==> src/rtl/waveform_stream_if.sv <==
// Bus bundle between the waveform streamer, its RAM read port and the DAC SPI master.
interface waveform_stream_if #(
    parameter int unsigned RAM_WID      = 32,
    parameter int unsigned RAM_WORD_WID = 16,
    parameter int unsigned DAC_WID      = 24
) ();
    logic [RAM_WID-1:0]      ram_dma_addr;
    logic                    ram_read;
    logic                    ram_valid;
    logic [RAM_WORD_WID-1:0] ram_word;
    logic [DAC_WID-1:0]      dac_data;
    logic                    dac_arm;
    logic                    dac_finished;

    modport master (
        output ram_dma_addr, ram_read, dac_data, dac_arm,
        input  ram_valid, ram_word, dac_finished
    );

    modport slave (
        input  ram_dma_addr, ram_read, dac_data, dac_arm,
        output ram_valid, ram_word, dac_finished
    );
endinterface

==> src/rtl/waveform_stream.sv <==
// Streams a sample table from RAM to a DAC at a fixed sample period,
// with a small prefetch FIFO between the RAM fetcher and the DAC player.
module waveform_stream #(
    parameter int unsigned DAC_WID         = 24,
    parameter int unsigned WORD_WID        = 20,
    parameter logic [DAC_WID-WORD_WID-1:0] DAC_CMD = 4'b0001,
    parameter int unsigned RAM_WID         = 32,
    parameter int unsigned RAM_WORD_WID    = 16,
    parameter int unsigned RAM_WORD_INCR   = 2,
    parameter int unsigned WORD_AMNT_WID   = 11,
    parameter int unsigned TIMER_WID       = 32,
    parameter int unsigned FIFO_DEPTH_LOG2 = 3
) (
    input  logic                     clk,
    input  logic                     rst,
    input  logic                     arm,
    input  logic                     loop_mode,
    input  logic [RAM_WID-1:0]       start_addr,
    input  logic [WORD_AMNT_WID-1:0] word_amnt,
    input  logic [TIMER_WID-1:0]     time_to_wait,
    output logic                     running,
    output logic                     finished,
    output logic                     underrun,
    waveform_stream_if.master        bus
);
    localparam int unsigned DEPTH  = 2 ** FIFO_DEPTH_LOG2;
    localparam int unsigned HI_WID = WORD_WID - RAM_WORD_WID;
    localparam logic [RAM_WID-1:0] ADDR_STEP   = RAM_WID'(RAM_WORD_INCR);
    localparam logic [RAM_WID-1:0] SAMPLE_STEP = RAM_WID'(2 * RAM_WORD_INCR);
    localparam logic [FIFO_DEPTH_LOG2:0] FIFO_FULL = (FIFO_DEPTH_LOG2 + 1)'(DEPTH);

    typedef enum logic [1:0] {ST_IDLE, ST_RUN, ST_STOP, ST_DONE} state_t;

    state_t state, state_next;

    logic                     arm_q, loop_q;
    logic [RAM_WID-1:0]       base_addr, fetch_addr;
    logic [WORD_AMNT_WID-1:0] amnt_q, fetch_k, play_issued;
    logic [TIMER_WID-1:0]     wait_q, timer;
    logic                     fetch_busy, fetch_half, push_pending, played_any;
    logic [RAM_WORD_WID-1:0]  low_q;
    logic [HI_WID-1:0]        high_q;

    logic [WORD_WID-1:0]        fifo_mem [DEPTH];
    logic [FIFO_DEPTH_LOG2-1:0] wr_ptr, rd_ptr;
    logic [FIFO_DEPTH_LOG2:0]   fifo_count;

    logic start_edge, start_run, run_active, last_done;
    logic fetch_issue, high_issue, push, pop, under_now, more_to_play;

    // Control decode shared by fetcher, FIFO and player
    always_comb begin
        start_edge   = arm && !arm_q;
        start_run    = (state == ST_IDLE) && start_edge;
        run_active   = (state == ST_RUN) && arm;
        more_to_play = loop_q || (play_issued < amnt_q);
        // one sample in flight at most, so "in flight" is fetch_busy itself
        fetch_issue  = run_active && !fetch_busy && (loop_q || (fetch_k < amnt_q))
                       && (fifo_count < FIFO_FULL);
        high_issue   = run_active && fetch_busy && fetch_half && !bus.ram_read && !push_pending;
        push         = push_pending && (state == ST_RUN);
        pop          = run_active && !bus.dac_arm && (timer == '0) && (fifo_count != '0) && more_to_play;
        // the initial fill is not an underrun: only count once playback has begun
        under_now    = run_active && !bus.dac_arm && (timer == '0) && (fifo_count == '0)
                       && played_any && more_to_play;
        last_done    = !loop_q && bus.dac_arm && bus.dac_finished && (play_issued == amnt_q);
    end

    // State register
    always_ff @(posedge clk) begin
        if (rst) state <= ST_IDLE;
        else     state <= state_next;
    end

    // Next-state and status outputs
    always_comb begin
        state_next = state;
        running    = 1'b0;
        finished   = 1'b0;
        case (state)
            ST_IDLE: if (start_edge) state_next = (word_amnt == '0) ? ST_DONE : ST_RUN;
            ST_RUN: begin
                running = 1'b1;
                if (!arm)           state_next = ST_STOP;
                else if (last_done) state_next = ST_DONE;
            end
            ST_STOP: begin
                running = 1'b1;
                if (!bus.ram_read && !bus.dac_arm) state_next = ST_IDLE;
            end
            ST_DONE: begin
                finished = 1'b1;
                if (!arm) state_next = ST_IDLE;
            end
            default: state_next = ST_IDLE;
        endcase
    end

    // Arm edge detector and start-time configuration latch
    always_ff @(posedge clk) begin
        if (rst) begin
            arm_q     <= 1'b0;
            loop_q    <= 1'b0;
            base_addr <= '0;
            amnt_q    <= '0;
            wait_q    <= '0;
        end else begin
            arm_q <= arm;
            if (start_run) begin
                loop_q    <= loop_mode;
                base_addr <= start_addr;
                amnt_q    <= word_amnt;
                wait_q    <= time_to_wait;
            end
        end
    end

    // RAM fetcher: low word, one idle cycle, high word, then push
    always_ff @(posedge clk) begin
        if (rst) begin
            bus.ram_read     <= 1'b0;
            bus.ram_dma_addr <= '0;
            fetch_busy       <= 1'b0;
            fetch_half       <= 1'b0;
            push_pending     <= 1'b0;
            fetch_addr       <= '0;
            fetch_k          <= '0;
            low_q            <= '0;
            high_q           <= '0;
        end else if (start_run) begin
            fetch_busy   <= 1'b0;
            fetch_half   <= 1'b0;
            push_pending <= 1'b0;
            fetch_addr   <= start_addr;
            fetch_k      <= '0;
        end else begin
            push_pending <= 1'b0;
            if (bus.ram_read) begin
                if (bus.ram_valid) begin
                    bus.ram_read <= 1'b0;
                    if (!fetch_half) begin
                        low_q      <= bus.ram_word;
                        fetch_half <= 1'b1;
                    end else begin
                        high_q       <= bus.ram_word[HI_WID-1:0];
                        push_pending <= 1'b1;
                    end
                end
            end else if (fetch_issue) begin
                bus.ram_read     <= 1'b1;
                bus.ram_dma_addr <= fetch_addr;
                fetch_busy       <= 1'b1;
            end else if (high_issue) begin
                bus.ram_read     <= 1'b1;
                bus.ram_dma_addr <= fetch_addr + ADDR_STEP;
            end
            if (push_pending) begin
                fetch_busy <= 1'b0;
                fetch_half <= 1'b0;
                if (loop_q && (fetch_k == amnt_q - 1'b1)) begin
                    fetch_k    <= '0;
                    fetch_addr <= base_addr;
                end else begin
                    fetch_k    <= fetch_k + 1'b1;
                    fetch_addr <= fetch_addr + SAMPLE_STEP;
                end
            end
        end
    end

    // Prefetch FIFO; emptied on start and throughout STOP
    always_ff @(posedge clk) begin
        if (rst || start_run || (state == ST_STOP)) begin
            wr_ptr     <= '0;
            rd_ptr     <= '0;
            fifo_count <= '0;
        end else begin
            if (push) begin
                fifo_mem[wr_ptr] <= {high_q, low_q};
                wr_ptr           <= wr_ptr + 1'b1;
            end
            if (pop) rd_ptr <= rd_ptr + 1'b1;
            case ({push, pop})
                2'b10:   fifo_count <= fifo_count + 1'b1;
                2'b01:   fifo_count <= fifo_count - 1'b1;
                default: fifo_count <= fifo_count;
            endcase
        end
    end

    // DAC player: sample period timer, DAC handshake and underrun flag
    always_ff @(posedge clk) begin
        if (rst) begin
            bus.dac_arm  <= 1'b0;
            bus.dac_data <= '0;
            timer        <= '0;
            underrun     <= 1'b0;
            play_issued  <= '0;
            played_any   <= 1'b0;
        end else if (start_run) begin
            timer       <= '0;
            underrun    <= 1'b0;
            play_issued <= '0;
            played_any  <= 1'b0;
        end else begin
            if (timer != '0) timer <= timer - 1'b1;
            if (bus.dac_arm) begin
                if (bus.dac_finished) bus.dac_arm <= 1'b0;
            end else if (pop) begin
                bus.dac_arm  <= 1'b1;
                bus.dac_data <= {DAC_CMD, fifo_mem[rd_ptr]};
                timer        <= wait_q;
                played_any   <= 1'b1;
                if (!loop_q) play_issued <= play_issued + 1'b1;
            end
            if (under_now) underrun <= 1'b1;
        end
    end
endmodule

==> src/flat_wrapper.sv <==
// flat-port wrapper written by rule: the top's interface ports become plain ports
module waveform_stream_flat 
#(
    parameter int unsigned DAC_WID         = 24,
    parameter int unsigned WORD_WID        = 20,
    parameter logic [DAC_WID-WORD_WID-1:0] DAC_CMD = 4'b0001,
    parameter int unsigned RAM_WID         = 32,
    parameter int unsigned RAM_WORD_WID    = 16,
    parameter int unsigned RAM_WORD_INCR   = 2,
    parameter int unsigned WORD_AMNT_WID   = 11,
    parameter int unsigned TIMER_WID       = 32,
    parameter int unsigned FIFO_DEPTH_LOG2 = 3
)
  (clk, rst, arm, loop_mode, start_addr, word_amnt, time_to_wait, running, finished, underrun, bus_ram_dma_addr, bus_ram_read, bus_dac_data, bus_dac_arm, bus_ram_valid, bus_ram_word, bus_dac_finished);
  waveform_stream_if #(.RAM_WID(RAM_WID), .RAM_WORD_WID(RAM_WORD_WID), .DAC_WID(DAC_WID)) bus_i ();
  input  logic clk;
  input  logic rst;
  input  logic arm;
  input  logic loop_mode;
  input  logic [RAM_WID-1:0] start_addr;
  input  logic [WORD_AMNT_WID-1:0] word_amnt;
  input  logic [TIMER_WID-1:0] time_to_wait;
  output logic running;
  output logic finished;
  output logic underrun;
  output wire logic [$bits(bus_i.ram_dma_addr)-1:0] bus_ram_dma_addr;
  output wire logic [$bits(bus_i.ram_read)-1:0] bus_ram_read;
  output wire logic [$bits(bus_i.dac_data)-1:0] bus_dac_data;
  output wire logic [$bits(bus_i.dac_arm)-1:0] bus_dac_arm;
  input wire logic [$bits(bus_i.ram_valid)-1:0] bus_ram_valid;
  input wire logic [$bits(bus_i.ram_word)-1:0] bus_ram_word;
  input wire logic [$bits(bus_i.dac_finished)-1:0] bus_dac_finished;
  assign bus_ram_dma_addr = bus_i.ram_dma_addr;
  assign bus_ram_read = bus_i.ram_read;
  assign bus_dac_data = bus_i.dac_data;
  assign bus_dac_arm = bus_i.dac_arm;
  assign bus_i.ram_valid = bus_ram_valid;
  assign bus_i.ram_word = bus_ram_word;
  assign bus_i.dac_finished = bus_dac_finished;
  waveform_stream #(.DAC_WID(DAC_WID), .WORD_WID(WORD_WID), .DAC_CMD(DAC_CMD), .RAM_WID(RAM_WID), .RAM_WORD_WID(RAM_WORD_WID), .RAM_WORD_INCR(RAM_WORD_INCR), .WORD_AMNT_WID(WORD_AMNT_WID), .TIMER_WID(TIMER_WID), .FIFO_DEPTH_LOG2(FIFO_DEPTH_LOG2)) u_core (.clk(clk), .rst(rst), .arm(arm), .loop_mode(loop_mode), .start_addr(start_addr), .word_amnt(word_amnt), .time_to_wait(time_to_wait), .running(running), .finished(finished), .underrun(underrun), .bus(bus_i));
endmodule
==> config.mk <==
export PLATFORM = sky130hd
export DESIGN_NAME = waveform_stream_flat
export DESIGN_NICKNAME = d
export VERILOG_FILES = /design/src/rtl/waveform_stream_if.sv /design/src/rtl/waveform_stream.sv /design/src/flat_wrapper.sv
export SDC_FILE = /design/constraint.sdc
export NUM_CORES = 1
export LEC_CHECK = 0
export ABC_AREA = 1
export BUFFER_PORTS_ARGS = -buffer_cell sky130_fd_sc_hd__buf_2
export CAP_MARGIN = 10
export CORE_MARGIN = 3
export CORE_UTILIZATION = 50
export DETAILED_ROUTE_END_ITERATION = 16
export GPL_TIMING_DRIVEN = 0
export HOLD_SLACK_MARGIN = 0.05
export MAX_ROUTING_LAYER = met4
export PLACE_DENSITY = 0.68
export SLEW_MARGIN = 20
export SYNTH_ARGS = -nofsm -noshare
export SYNTH_HDL_FRONTEND = slang
export SYNTH_SLANG_ARGS = --single-unit
==> constraint.sdc <==
create_clock -name clk -period 3.4 [get_ports clk]
set_input_delay 0.34 -clock clk [delete_from_list [all_inputs] [get_ports clk]]
set_output_delay 0.34 -clock clk [all_outputs]
set_load 0.02 [all_outputs]
* Word level (Yosys, flattened, before mapping)
Memory sizes are Yosys's and may differ from the RTL's. A register that Yosys moved wholly into a read port is not among the register bits. Cells that the tools add are included.
Storage, ports and cells: bits in writable memories 160, bits in latches 0, bits in read-only memories 0, bits in registers 255, logic and storage cells 140, memories kept 1, input port bits 97, output and inout port bits 61
Cells by class: multiplexer cells 30, shift-type cells 0, add/sub/neg operators 10, bitwise logic cells 6, magnitude comparators 3, multipliers 0, eq/ne operators 11, reductions and logical operators 55, div/mod/pow operators 0
Memories:
- u_core.fifo_mem | words 8, width 20, rd ports 1, clocked after memory_dff 1, wr ports 1, line waveform_stream.sv:44 | logic [WORD_WID-1:0] fifo_mem [DEPTH];
Operator list (count):
- two-way mux 32 bit | 8
- adder 32 x 2 -> 32 bit, second input constant | 1
- adder 32 x 3 -> 32 bit, second input constant | 1
- logical NOT 32 bit | 1
- nonzero test 32 bit | 1
- subtractor 32 x 1 -> 32 bit, second input constant | 1
- logical AND 1 bit | 23
- adder 11 x 1 -> 11 bit, second input constant | 2
- == test 11 bit | 2
- < comparator 11 bit | 2
- two-way mux 1 bit | 13
- two-way mux 2 bit | 6
- AND reduction 4 bit | 3
- logical NOT 11 bit | 1
- two-way mux 11 bit | 1
- subtractor 11 x 1 -> 11 bit, second input constant | 1
- AND reduction 3 bit | 3
- case mux 2 bit (4 select lines) | 1
- case mux 4 bit (2 select lines) | 1
- adder 3 x 1 -> 3 bit, second input constant | 2
- == test 2 bit, second input constant | 3
- logical NOT 1 bit | 6
- NOT 1 bit | 6
- AND reduction 2 bit | 3
- 15 further kinds | 23

* Logic depth before layout (Yosys ltp)
depth in word-level cells 9, gate-level depth with buffers 20

* Least setup slack after synthesis
OpenSTA, ideal clock, no wires.
path kind register to register, start point reg u_core.state[0], end point mem u_core.fifo_mem[1][0] (enable), path buffers 1, arrival 2.485 ns, path slack 0.518 ns, cell stages (with the launch flop) 9, required time 3.003 ns, setup time 0.397 ns, cells stage by stage dfxtp_1 -> inv_1 -> ha_1 -> nand2_1 -> clkbuf_1 -> nand2_1 -> nor2_1 -> nand3_1 -> nor2_1
Between the ends: longest elaborated chain between the ends 6, elaborated cells on any way between the ends 10
RTL lines:
- from (decl) | line waveform_stream.sv:34 | state_t state, state_next;
- from (signal assigned) | line waveform_stream.sv:72 | else state <= state_next;
- logical NOT 2 bit | line waveform_stream.sv:54 | start_run = (state == ST_IDLE) && start_edge;
- logical AND 1 bit | line waveform_stream.sv:54
- logical OR 1 bit (2 in a row) | line waveform_stream.sv:173 | if (rst || start_run || (state == ST_STOP)) begin
- two-way mux 1 bit * | line waveform_stream.sv:173
- two-way mux 1 bit (not written as such) * | line waveform_stream.sv:179 | fifo_mem[wr_ptr] <= {high_q, low_q};
- to (decl) | line waveform_stream.sv:44
Every way passes the cells marked *; elsewhere a longest branch is shown, timed or not.

* Worst setup path after layout
start point reg u_core.state[0], end point mem u_core.fifo_mem[3][5] (enable)
Same word-level chain as after synthesis.

==> results.json <==
{
  "status": "complete, no violations",
  "dr.pass1.iters": 5,
  "crit_path_max_fanout": 20,
  "multi_input_area_um2": 8540,
  "swShare_pct": 37.9,
  "powerDensity_nw_per_um2": 703,
  "grt_antenna_before_repair": 0,
  "grt_pass1_wl_um": 99100,
  "clk_pin_slew_worst_paths_ns": 0.06,
  "cp_data_arrival_time_ns": 3.38,
  "final_common_cell": "nand2_1",
  "grt_use_total_pct": 31.8,
  "fin_crit_sh_pct": 93.2,
  "yosys_register_bits": 415,
  "place_inst": 3058,
  "grt_most_used_layer": "met2",
  "vias": 17800,
  "worst-r2r-cell-count": 8,
  "fin_cells": 3208,
  "p_seq_share_pct": 38.1,
  "p_switching_w": 0.00618,
  "layout_common_cells": "nand2_1, dfxtp_1, a21oi_1, inv_1, nor2_1",
  "timing.rr.start": "u_core.state[0]",
  "ir_drop_mv": 0.461,
  "synth.cell_area_um2": 19600,
  "area_growth_pct": 18.5,
  "async_reset_ff_share_pct": 0,
  "cts.sinks": 415,
  "fin_crit_ns": 3.17,
  "cp-startpoint": "u_core.state[0]",
  "ys_warn_count": 0,
  "cts_tree": "built",
  "layout.nets": 2799,
  "worstSkewPairLatency_ns": 0.59,
  "reg2reg_slack_ns": 0.23,
  "ant_nets": 0,
  "num_rows": 71,
  "cts_root_buffer": "clkbuf_16",
  "combinationalPowerShare_pct": 32.9,
  "die_h_um": 204,
  "drcViolationCount": 0,
  "p_int_w": 0.0101,
  "core_um2": 38100,
  "ff_latch_area_um2": 9910,
  "drv_cap": 0,
  "grt_max_degree": 21,
  "gp_congestion": 0.963,
  "crit_path_end": "u_core.fifo_mem[3][5]",
  "synth.distinct_cells": 46,
  "port_buffers": 154,
  "h-tree-depth": 2,
  "clkPwrFrac_pct": 29.0,
  "grtUsageMet1_pct": 42.9,
  "p_leak_nw": 9.32,
  "cts_buffers": 43,
  "synthFlopType": "dfxtp_1",
  "drv_slew": 0,
  "drive_gt1_share_pct": 11.8,
  "drt-wirelength-per-cell_um": 20.4,
  "worst_pin_slew_ns": 1.11,
  "start_util_pct": 51.4,
  "fillCellCount": 3379,
  "finalInstanceArea_um2": 23200,
  "hold_viol": 0,
  "fmaxAchievable_mhz": 316,
  "netlist_instances": 2391,
  "placed_area_um2": 21100,
  "relSlewSlack_pct": 25.8,
  "hpwl_um": 48000,
  "critPathKind": "register to register",
  "grt_pass1_vias": 17300,
  "drt_iter0_markers": 1758,
  "overflow": 0,
  "io_pins": 158,
  "synth_seq_area_share_pct": 50.6,
  "reg2reg_to": "u_core.fifo_mem[3][5]",
  "grtUsageMet2_pct": 50.5,
  "hold_path.class": "input port to register",
  "met3_usage_pct": 3.65,
  "utilization_pct": 60.9,
  "die_w_um": 204,
  "drt-total-wl_um": 65500,
  "fin_worst_skew_ns": 0.0225,
  "avgSynthCellArea_um2": 8.20,
  "setup_viol": 0,
  "worstSetupStartpointType": "register",
  "required_ns": 3.62,
  "dieArea_um2": 41600,
  "cts_buffer_depth": 3,
  "detail_route.vias_per_cell": 5.55,
  "synth_edf_count": 160,
  "antenna_cells": 0,
  "end_kind": "register"
}
[stage by stage]
stage | total power [W] | hold slack (ns) | setup TNS (ns) | setup WS (ns)
finish | 0.0163 | 0.0691 | 0 | 0.232
CTS | 0.0163 | 0.0506 | 0 | 0.0368
global placement | 0.0115 | 0.430 | -110.43 | -0.757
floorplan | 0.00989 | 0.414 | 0 | 0.518
detailed placement | 0.0115 | 0.440 | -0.379 | -0.0188
global route | 0.0173 | 0.0763 | -0.0177 | -0.0177
[sequential cells by signal, indices dropped and copies added, names as in the netlist, 4 cells and up]
| register | count |
|---|---|
| u_core.base_addr | 32 |
| u_core.high_q | 4 |
| u_core.fifo_count | 4 |
| u_core.fetch_addr | 32 |
| u_core.bus.ram_dma_addr | 32 |
| u_core.amnt_q | 11 |
| u_core.fetch_k | 11 |
| u_core.bus.dac_data | 21 |
| u_core.fifo_mem | 160 |
| u_core.wait_q | 32 |
| u_core.low_q | 16 |
| u_core.timer | 32 |
| u_core.play_issued | 11 |
[timing repair]
action / in CTS / in global routing
cloned: 0 / 4
gates resized for setup: 1 / 11
hold buffers: 68 / 0
setup endpoints to repair: 48 / 163
pin swaps: 1 / 5
endpoints found under the hold margin: 70 / 0
setup buffers: 0 / 0
[cell families (layout without fill, tap and decap cells)]
family / Yosys count / count (layout) / synth area share (%)
other: 1 / 3 / 0.0191
AND/OR/NAND/NOR: 1050 / 1054 / 23.0
buffers and inverters: 322 / 622 / 6.51
flip-flops: 415 / 415 / 50.6
adder cells (fa/ha/maj): 38 / 38 / 2.43
AO/OA/AOI/OAI: 477 / 477 / 13.6
XOR/XNOR: 88 / 88 / 3.93
[routing by layer]
| layer | vias to the layer above | part of all wire [%] |
|---|---|---|
| li1 | 8554 | - |
| met1 | 8448 | 44 |
| met2 | 686 | 46 |
| met3 | 126 | 6.9 |
| met4 | 0 | 3.2 |
| met5 | - | 0 |
[how the worst min path moves through the flow]
stage / end / slack [ns] / cells after the start / from
final: u_core.base_addr[20] / 0.07 / 3 / start_addr[20]
after global routing: u_core.base_addr[15] / 0.08 / 3 / start_addr[15]
after CTS: u_core.loop_q / 0.05 / 3 / loop_mode
after detailed placement: u_core.base_addr[10] / 0.44 / 2 / u_core.base_addr[10]
after global placement: u_core.base_addr[14] / 0.43 / 2 / u_core.base_addr[14]
after floorplan: u_core.base_addr[29] / 0.41 / 2 / u_core.base_addr[29]
[Yosys cell counts (12+ instances only)]
| library cell | n | share of area [%] |
|---|---|---|
| o22ai_1 | 38 | 1.2 |
| nor2_1 | 197 | 3.8 |
| buf_2 | 12 | 0.31 |
| edfxtp_1 | 160 | 25 |
| ha_1 | 38 | 2.4 |
| inv_1 | 200 | 3.8 |
| nand3_1 | 157 | 4.0 |
| xnor2_1 | 22 | 0.98 |
| a32o_1 | 20 | 1.0 |
| a21oi_1 | 212 | 5.4 |
| a21oi_2 | 19 | 0.85 |
| xor2_1 | 66 | 2.9 |
| dfxtp_1 | 255 | 26 |
| nand2_1 | 573 | 11 |
| nand4_1 | 33 | 1.1 |
| o21ai_0 | 157 | 4.0 |
| nor3_1 | 39 | 1.0 |
| clkbuf_1 | 83 | 1.6 |
[worst max-delay path, cell delays in order, from the launching register on]
cell and delay (ns):
dfxtp_1 0.38, inv_1 0.09, ha_1 0.26, nand2_1 0.11, clkbuf_1 0.38, nand2_1 0.25
nor2_2 0.34, nand3_2 0.30, nor2_4 0.68
[cell type report]
type | count | area share [%]
repair buffers | 222 | 6.25
clock buffers | 62 | 5.34
flip-flops and latches | 415 | 42.7
inverters | 209 | 3.38
multi-input cells | 1660 | 36.8
plain buffers | 113 | 2.12
clock inverters | 16 | 0.695
well taps | 511 | 2.75
[power by group through the flow]
stage	sequential [W]	clock, W	combinational, W
finish	0.00623	0.00474	0.00537
global route	0.00629	0.00499	0.00597
CTS	0.00621	0.00478	0.00531
detailed placement	0.00631	0	0.00522
global placement	0.00629	0	0.00519
floorplan	0.00624	0	0.00365
No activity file was read; power rests on OpenSTA's default activity.
